### src/rtl/db_scan_ctrl.sv
// db_scan_ctrl: 4-channel switch debouncer sharing one round-robin-arbitrated countdown timer; DB_SCAN_FALL_TICK_EN adds db_fall
module db_scan_ctrl #(
  parameter int N = 21
) (
  input  logic       clk,
  input  logic       rst,
  input  logic [3:0] sw,
  output logic [3:0] db_level,
  output logic [3:0] db_tick,
`ifdef DB_SCAN_FALL_TICK_EN
  output logic [3:0] db_fall,
`endif
  output logic       busy,
  output logic [1:0] owner
);
  typedef enum logic {IDLE, COUNT} state_t;
  state_t state, state_n;
  logic [3:0] s1, sw_s, req, level_n, tick_n;
  logic [N-1:0] timer, timer_n, dec;
  logic busy_n, found;
  logic [1:0] owner_n, ptr, ptr_n, gnt;
`ifdef DB_SCAN_FALL_TICK_EN
  logic [3:0] fall_n;
`endif
  assign req = sw_s ^ db_level;
  assign dec = timer - N'(1);
  // two-flop synchronizer for the raw switch inputs
  always_ff @(posedge clk) begin
    if (!rst) begin
      s1   <= '0;
      sw_s <= '0;
    end else begin
      s1   <= sw;
      sw_s <= s1;
    end
  end
  // round-robin pick: first requester at or after ptr, wrapping
  always_comb begin
    gnt   = ptr;
    found = 1'b0;
    for (int k = 0; k < 4; k++) begin
      if (!found && req[ptr + 2'(k)]) begin
        gnt   = ptr + 2'(k);
        found = 1'b1;
      end
    end
  end
  // arbiter next state: grant in IDLE, count/abort/finish in COUNT
  always_comb begin
    state_n = state;
    timer_n = timer;
    level_n = db_level;
    tick_n  = '0;
    busy_n  = busy;
    owner_n = owner;
    ptr_n   = ptr;
`ifdef DB_SCAN_FALL_TICK_EN
    fall_n  = '0;
`endif
    if (state == IDLE) begin
      if (found) begin
        state_n = COUNT;
        timer_n = '1;
        owner_n = gnt;
        busy_n  = 1'b1;
      end
    end else if (!req[owner] || dec == '0) begin
      state_n = IDLE;
      timer_n = '0;
      busy_n  = 1'b0;
      ptr_n   = owner + 2'd1;
      if (req[owner]) begin
        level_n[owner] = ~db_level[owner];
        tick_n[owner]  = ~db_level[owner];
`ifdef DB_SCAN_FALL_TICK_EN
        fall_n[owner]  = db_level[owner];
`endif
      end
    end else begin
      timer_n = dec;
    end
  end
  // arbiter state register
  always_ff @(posedge clk) begin
    if (!rst) state <= IDLE;
    else state <= state_n;
  end
  // registered timer, pointer and outputs
  always_ff @(posedge clk) begin
    if (!rst) begin
      timer    <= '0;
      ptr      <= '0;
      db_level <= '0;
      db_tick  <= '0;
      busy     <= 1'b0;
      owner    <= '0;
`ifdef DB_SCAN_FALL_TICK_EN
      db_fall  <= '0;
`endif
    end else begin
      timer    <= timer_n;
      ptr      <= ptr_n;
      db_level <= level_n;
      db_tick  <= tick_n;
      busy     <= busy_n;
      owner    <= owner_n;
`ifdef DB_SCAN_FALL_TICK_EN
      db_fall  <= fall_n;
`endif
    end
  end
endmodule

### config.mk
export PLATFORM = sky130hd
export DESIGN_NAME = db_scan_ctrl
export DESIGN_NICKNAME = d
export VERILOG_FILES = /design/src/rtl/db_scan_ctrl.sv
export SDC_FILE = /design/constraint.sdc
export NUM_CORES = 1
export LEC_CHECK = 0
export CAP_MARGIN = 5
export CORE_ASPECT_RATIO = 1.75
export CORE_UTILIZATION = 45
export DETAILED_ROUTE_END_ITERATION = 12
export REMOVE_ABC_BUFFERS = 1
export SLEW_MARGIN = 20
export SYNTH_ARGS = -nofsm -noshare
export SYNTH_HDL_FRONTEND = slang
export SYNTH_SLANG_ARGS = --single-unit
### constraint.sdc
create_clock -name clk -period 6.95 [get_ports clk]
set_input_delay 2.085 -clock clk [delete_from_list [all_inputs] [get_ports clk]]
set_output_delay 2.085 -clock clk [all_outputs]
set_load 0.01 [all_outputs]
* Yosys cells after proc, flatten, opt, wreduce, memory -nomap -nowiden *
Index checks and enable logic that the tools add are counted.

word-level totals
  output and inout port bits = 11
  input bits = 6
  logic and storage cells = 72
  register bits after elaboration = 43

operators by class
  muxes and demuxes = 31
  reduce and logical (&&, ||, !) cells = 16
  bitwise gates (word level) = 4
  $add $sub $neg = 5
  magnitude comparators = 6
  eq/ne operators = 1

operator list
  cell                                                                     count
  21-bit two-way mux                                                       3
  21-bit logical NOT                                                       1
  21-bit by 1-bit subtractor with 21-bit output, second input constant     1
  1-bit two-way mux                                                        17
  2-bit by 3-bit < comparator with 1-bit output, second input constant     5
  1-bit binary-select mux with 2-bit select                                6
  2-bit two-way mux                                                        3
  2-bit AND reduction                                                      3
  2-bit by 1-bit adder with 2-bit output, second input constant            2
  2-bit adder, second input constant                                       2
  4-bit bitwise AND                                                        1
  4-bit bitwise mux                                                        1
  1-bit logical AND                                                        4
  1-bit logical NOT                                                        4
  4-bit AND reduction                                                      1
  4-bit bitwise XOR                                                        1
  3-bit AND reduction                                                      1
  1-bit demux with 2-bit select                                            1
  2-bit by 1-bit >= comparator with 1-bit output, second input constant    1
  2-bit by 1-bit inequality test with 1-bit output, second input constant  1
  1-bit NOT                                                                2
  2-bit nonzero test                                                       1
  1-bit logical OR                                                         1

* Longest topological paths before layout *
  word-level depth = 15
  mapped depth = 10
  mapped depth without buffers = 9

* Least setup slack after synthesis *
Ideal clock, no wire load.

  kind = in2reg
  start = input port rst
  end = register db_tick[0]
  setup time = 0.059 ns
  data required time = 6.891 ns
  arrival = 2.754 ns
  cell stages on the path = 4
  slack = 4.137 ns
  buffers on the path = 1
  path through = buf_2 nand2b_1 nor3_1 and2_1

between the ends
  cells in the longest elaborated chain, start to end = 1

ends and longest elaborated chain
  item                           RTL line  source
  start: declaration             6         input logic rst,
  4-bit AND reduction (no line)  n/a
  end signal: assignment         104       db_tick <= tick_n;
  end: declaration               9         output logic [3:0] db_tick,

Every way passes these cells.
A chain may end at the register's enable or synchronous reset.

* Worst setup path after layout *
  start = register owner[0]
  end = output port owner[0]

RTL lines
  item                      RTL line  source
  start: declaration        14        output logic [1:0] owner
  start signal: assignment  106       owner <= owner_n;

No word-level cell between the ends.

==> out/metrics.cfg <==
[run_status]
status = complete, no violations

[worst_setup_path]
worstSetupPathType = reg -> out
r2r_end = timer[5]
worstPathArrival_ns = 1.38
reg2reg_depth = 9
cp-end-kind = output port
crit_path_start_kind = register
crit_chain = clkdlybuf4s50_1
slowest_delay_ns = 0.60
path_max_fanout = 7
crit_slowest_cell = clkdlybuf4s50_1
reg2reg_slack_ns = 3.80
required_ns = 4.87
critPathBufInv = 1
r2r-start = timer[0]
cp_top_family = buffers and inverters

[drt]
wl_per_cell_um = 16.4
drt_iter0_drc = 110
drt-total-wl_mm = 6.09
ant_nets = 0
drt_first_pass_iters = 4
drc = 0
vias = 2101
viasPerCell = 5.65

[timing]
timing.final.crit_period_ns = 3.47
worstMarginPinSlew_ns = 0.979
setup_viol = 0
max_freq_mhz = 288
report.final.slew_viol_count = 0
finClkSkew_ns = 0.00461
rsz0062_at_grt = false
fin_setup_tns_ns = 0
whs_ns = 0.438
period_share_pct = 49.9
hold_viol = 0
maxSlewHeadroom_pct = 34.3

[finish]
areaGrowthSynthToFinish_pct = 10.9
drive_gt1_share_pct = 10.7
fin_cells = 372
layout_commonest_cell = dfxtp_1
most-common-layout-cells = 43 x dfxtp_1, 26 x nor2_1, 22 x and2_1
layout.nets = 309
antenna_cells = 0

[yosys]
synth_simple_gate_area_share_pct = 28.6
synth_top_family_by_area = simple AND/OR/NAND/NOR gates
synth_compound_area_share_pct = 20.0
synth-seq-cells = 43
synth_fa_ha_area_share_pct = 2.99
ys.flop_type = dfxtp_1
synth_edf_count = 0
synth-xor-area-share_pct = 5.22
ys_warn_count = 0
syn_area_per_cell_um2 = 8.61
postSynth.asyncResetShare_pct = 0
yosysUniqueCellTypes = 55
yosysSeqAreaShare_pct = 34.2
synthMuxAreaShare_pct = 4.23
netlist_area_um2 = 2510
syn-instance-count = 292

[place]
io_buffers = 16
place_inst = 364
gp_congestion = 0.884
hpwlAfterDp_mm = 4.48

[power]
p_per_area_nw_per_um2 = 234
peakVddDrop_mv = 0.126
p_leak_nw = 0.968

[grt]
grt_pass1_vias = 2049
overflow = 0
grt_first_pass_wirelength_mm = 10.2
grt_max_degree = 37
busiest_layer = met2
grt.met3_usage_pct = 3.34
grt_use_met2_pct = 43.1
antenna_found_initial = 0
use_met1_pct = 24.1
gr-usage-all-layers_pct = 23.1

[cts]
h-tree-depth = 2
post_cts_buffers = 0
cts_sinks = 43
clockRootBuffer = clkbuf_8
clock_latency_ns = 0.30
cts-resized-gates = 0
ctsHoldBuffers = 0
clock_path_buffers = 2
tritoncts = yes
numCtsBuffers = 5
clk_pin_slew_worst_paths_ns = 0.08

[hold_path]
hp-start = s1[2]
holdPathEnd = sw_s[2]
hold_path_class = reg -> reg
hold_depth = 1

[die]
die_h_um = 101
rows = 35
num_io_pins = 17
core_um2 = 5340
die-width_um = 58.5
die-area_um2 = 5900
start_util_pct = 47.1

[run]
max_cap_viol_count = 0

==> how the worst max path moves through the flow <==
stage               depth (start not counted)         end     start  slack [ns]
CTS                                         1    owner[0]  owner[0]        3.47
finish                                      1    owner[0]  owner[0]        3.48
detailed placement                          5  db_tick[3]       rst        3.31
global route                                1    owner[0]  owner[0]        3.43
global placement                            5  db_tick[0]       rst        3.39
floorplan                                   3  db_tick[0]       rst        4.34
==> cell usage after synthesis (2+ instances only) <==
library cell | n | area, µm²
dfxtp_1 | 43 | 861
nor2_1 | 26 | 97.6
and2_1 | 22 | 138
nand2_1 | 20 | 75.1
o21ai_0 | 17 | 85.1
nor3_1 | 13 | 65.1
clkbuf_1 | 12 | 45.0
o21ai_1 | 12 | 60.1
xnor2_1 | 12 | 105
a21oi_1 | 10 | 50.1
buf_2 | 6 | 30.0
ha_1 | 6 | 75.1
inv_1 | 6 | 22.5
nand4_1 | 6 | 37.5
a311oi_2 | 5 | 75.1
mux2i_1 | 5 | 50.1
nand3_1 | 5 | 25.0
nor2b_1 | 5 | 31.3
nor4_1 | 5 | 31.3
a21boi_1 | 4 | 30.0
nand2b_1 | 4 | 25.0
nor3b_1 | 3 | 22.5
o21a_1 | 3 | 22.5
o31ai_1 | 3 | 22.5
xor2_1 | 3 | 26.3
mux4_2 | 2 | 45.0
nor4_2 | 2 | 25.0
nor4_4 | 2 | 42.5
o221ai_1 | 2 | 17.5
o41ai_1 | 2 | 17.5
or3_1 | 2 | 12.5
==> power by group <==
| group | switching, mW | total (mW) | internal, mW |
|---|---|---|---|
| combinational | 0.0920 | 0.166 | 0.0742 |
| clock | 0.0894 | 0.180 | 0.0908 |
| sequential | 0.0393 | 0.306 | 0.267 |
| total | 0.221 | 0.652 | 0.432 |
==> state kept, by name, indices dropped and copies added (netlist names) <==
register  flops
busy          1
db_level      4
db_tick       4
owner         2
ptr           2
s1            4
state         1
sw_s          4
timer        21
==> cell type report <==
cell class              count  area (µm²)
fillers                   556        2550
multi-input cells         222        1530
flip-flops and latches     43         861
repair buffers             18         175
clock buffers               8         100
well taps                  74        92.6
inverters                   7        26.3
==> stage by stage <==
| step | instance area [µm²] | util, % | power [mW] | setup slack (ns) |
|---|---|---|---|---|
| after floorplan | 2420 | - | 0.429 | 4.34 |
| after global placement | 2690 | 50.3 | 0.476 | 3.39 |
| after detailed placement | 2690 | 50.3 | 0.477 | 3.31 |
| after CTS | 2790 | 52.2 | 0.654 | 3.47 |
| after global routing | 2790 | 52.2 | 0.687 | 3.43 |
| final | 2790 | 52.2 | 0.652 | 3.48 |
==> routing by layer <==
layer  routed length, µm  up-vias
met5                   0        -
li1                    -     1053
met3                 145       13
met4                 193        0
met1                2410      993
met2                3330       42
==> kinds of logic (layout without fill, tap and decap cells) <==
| group | after synthesis | after routing |
|---|---|---|
| and+or+nand+nor | 124 | 124 |
| AOI/OAI and AO/OA | 69 | 69 |
| xor gates and xnor gates | 15 | 15 |
| adders and majority gates | 6 | 6 |
| muxes | 8 | 8 |
| DFF | 43 | 43 |
| buffers and inverters | 27 | 33 |
No activity file was read; power rests on OpenSTA's default activity.
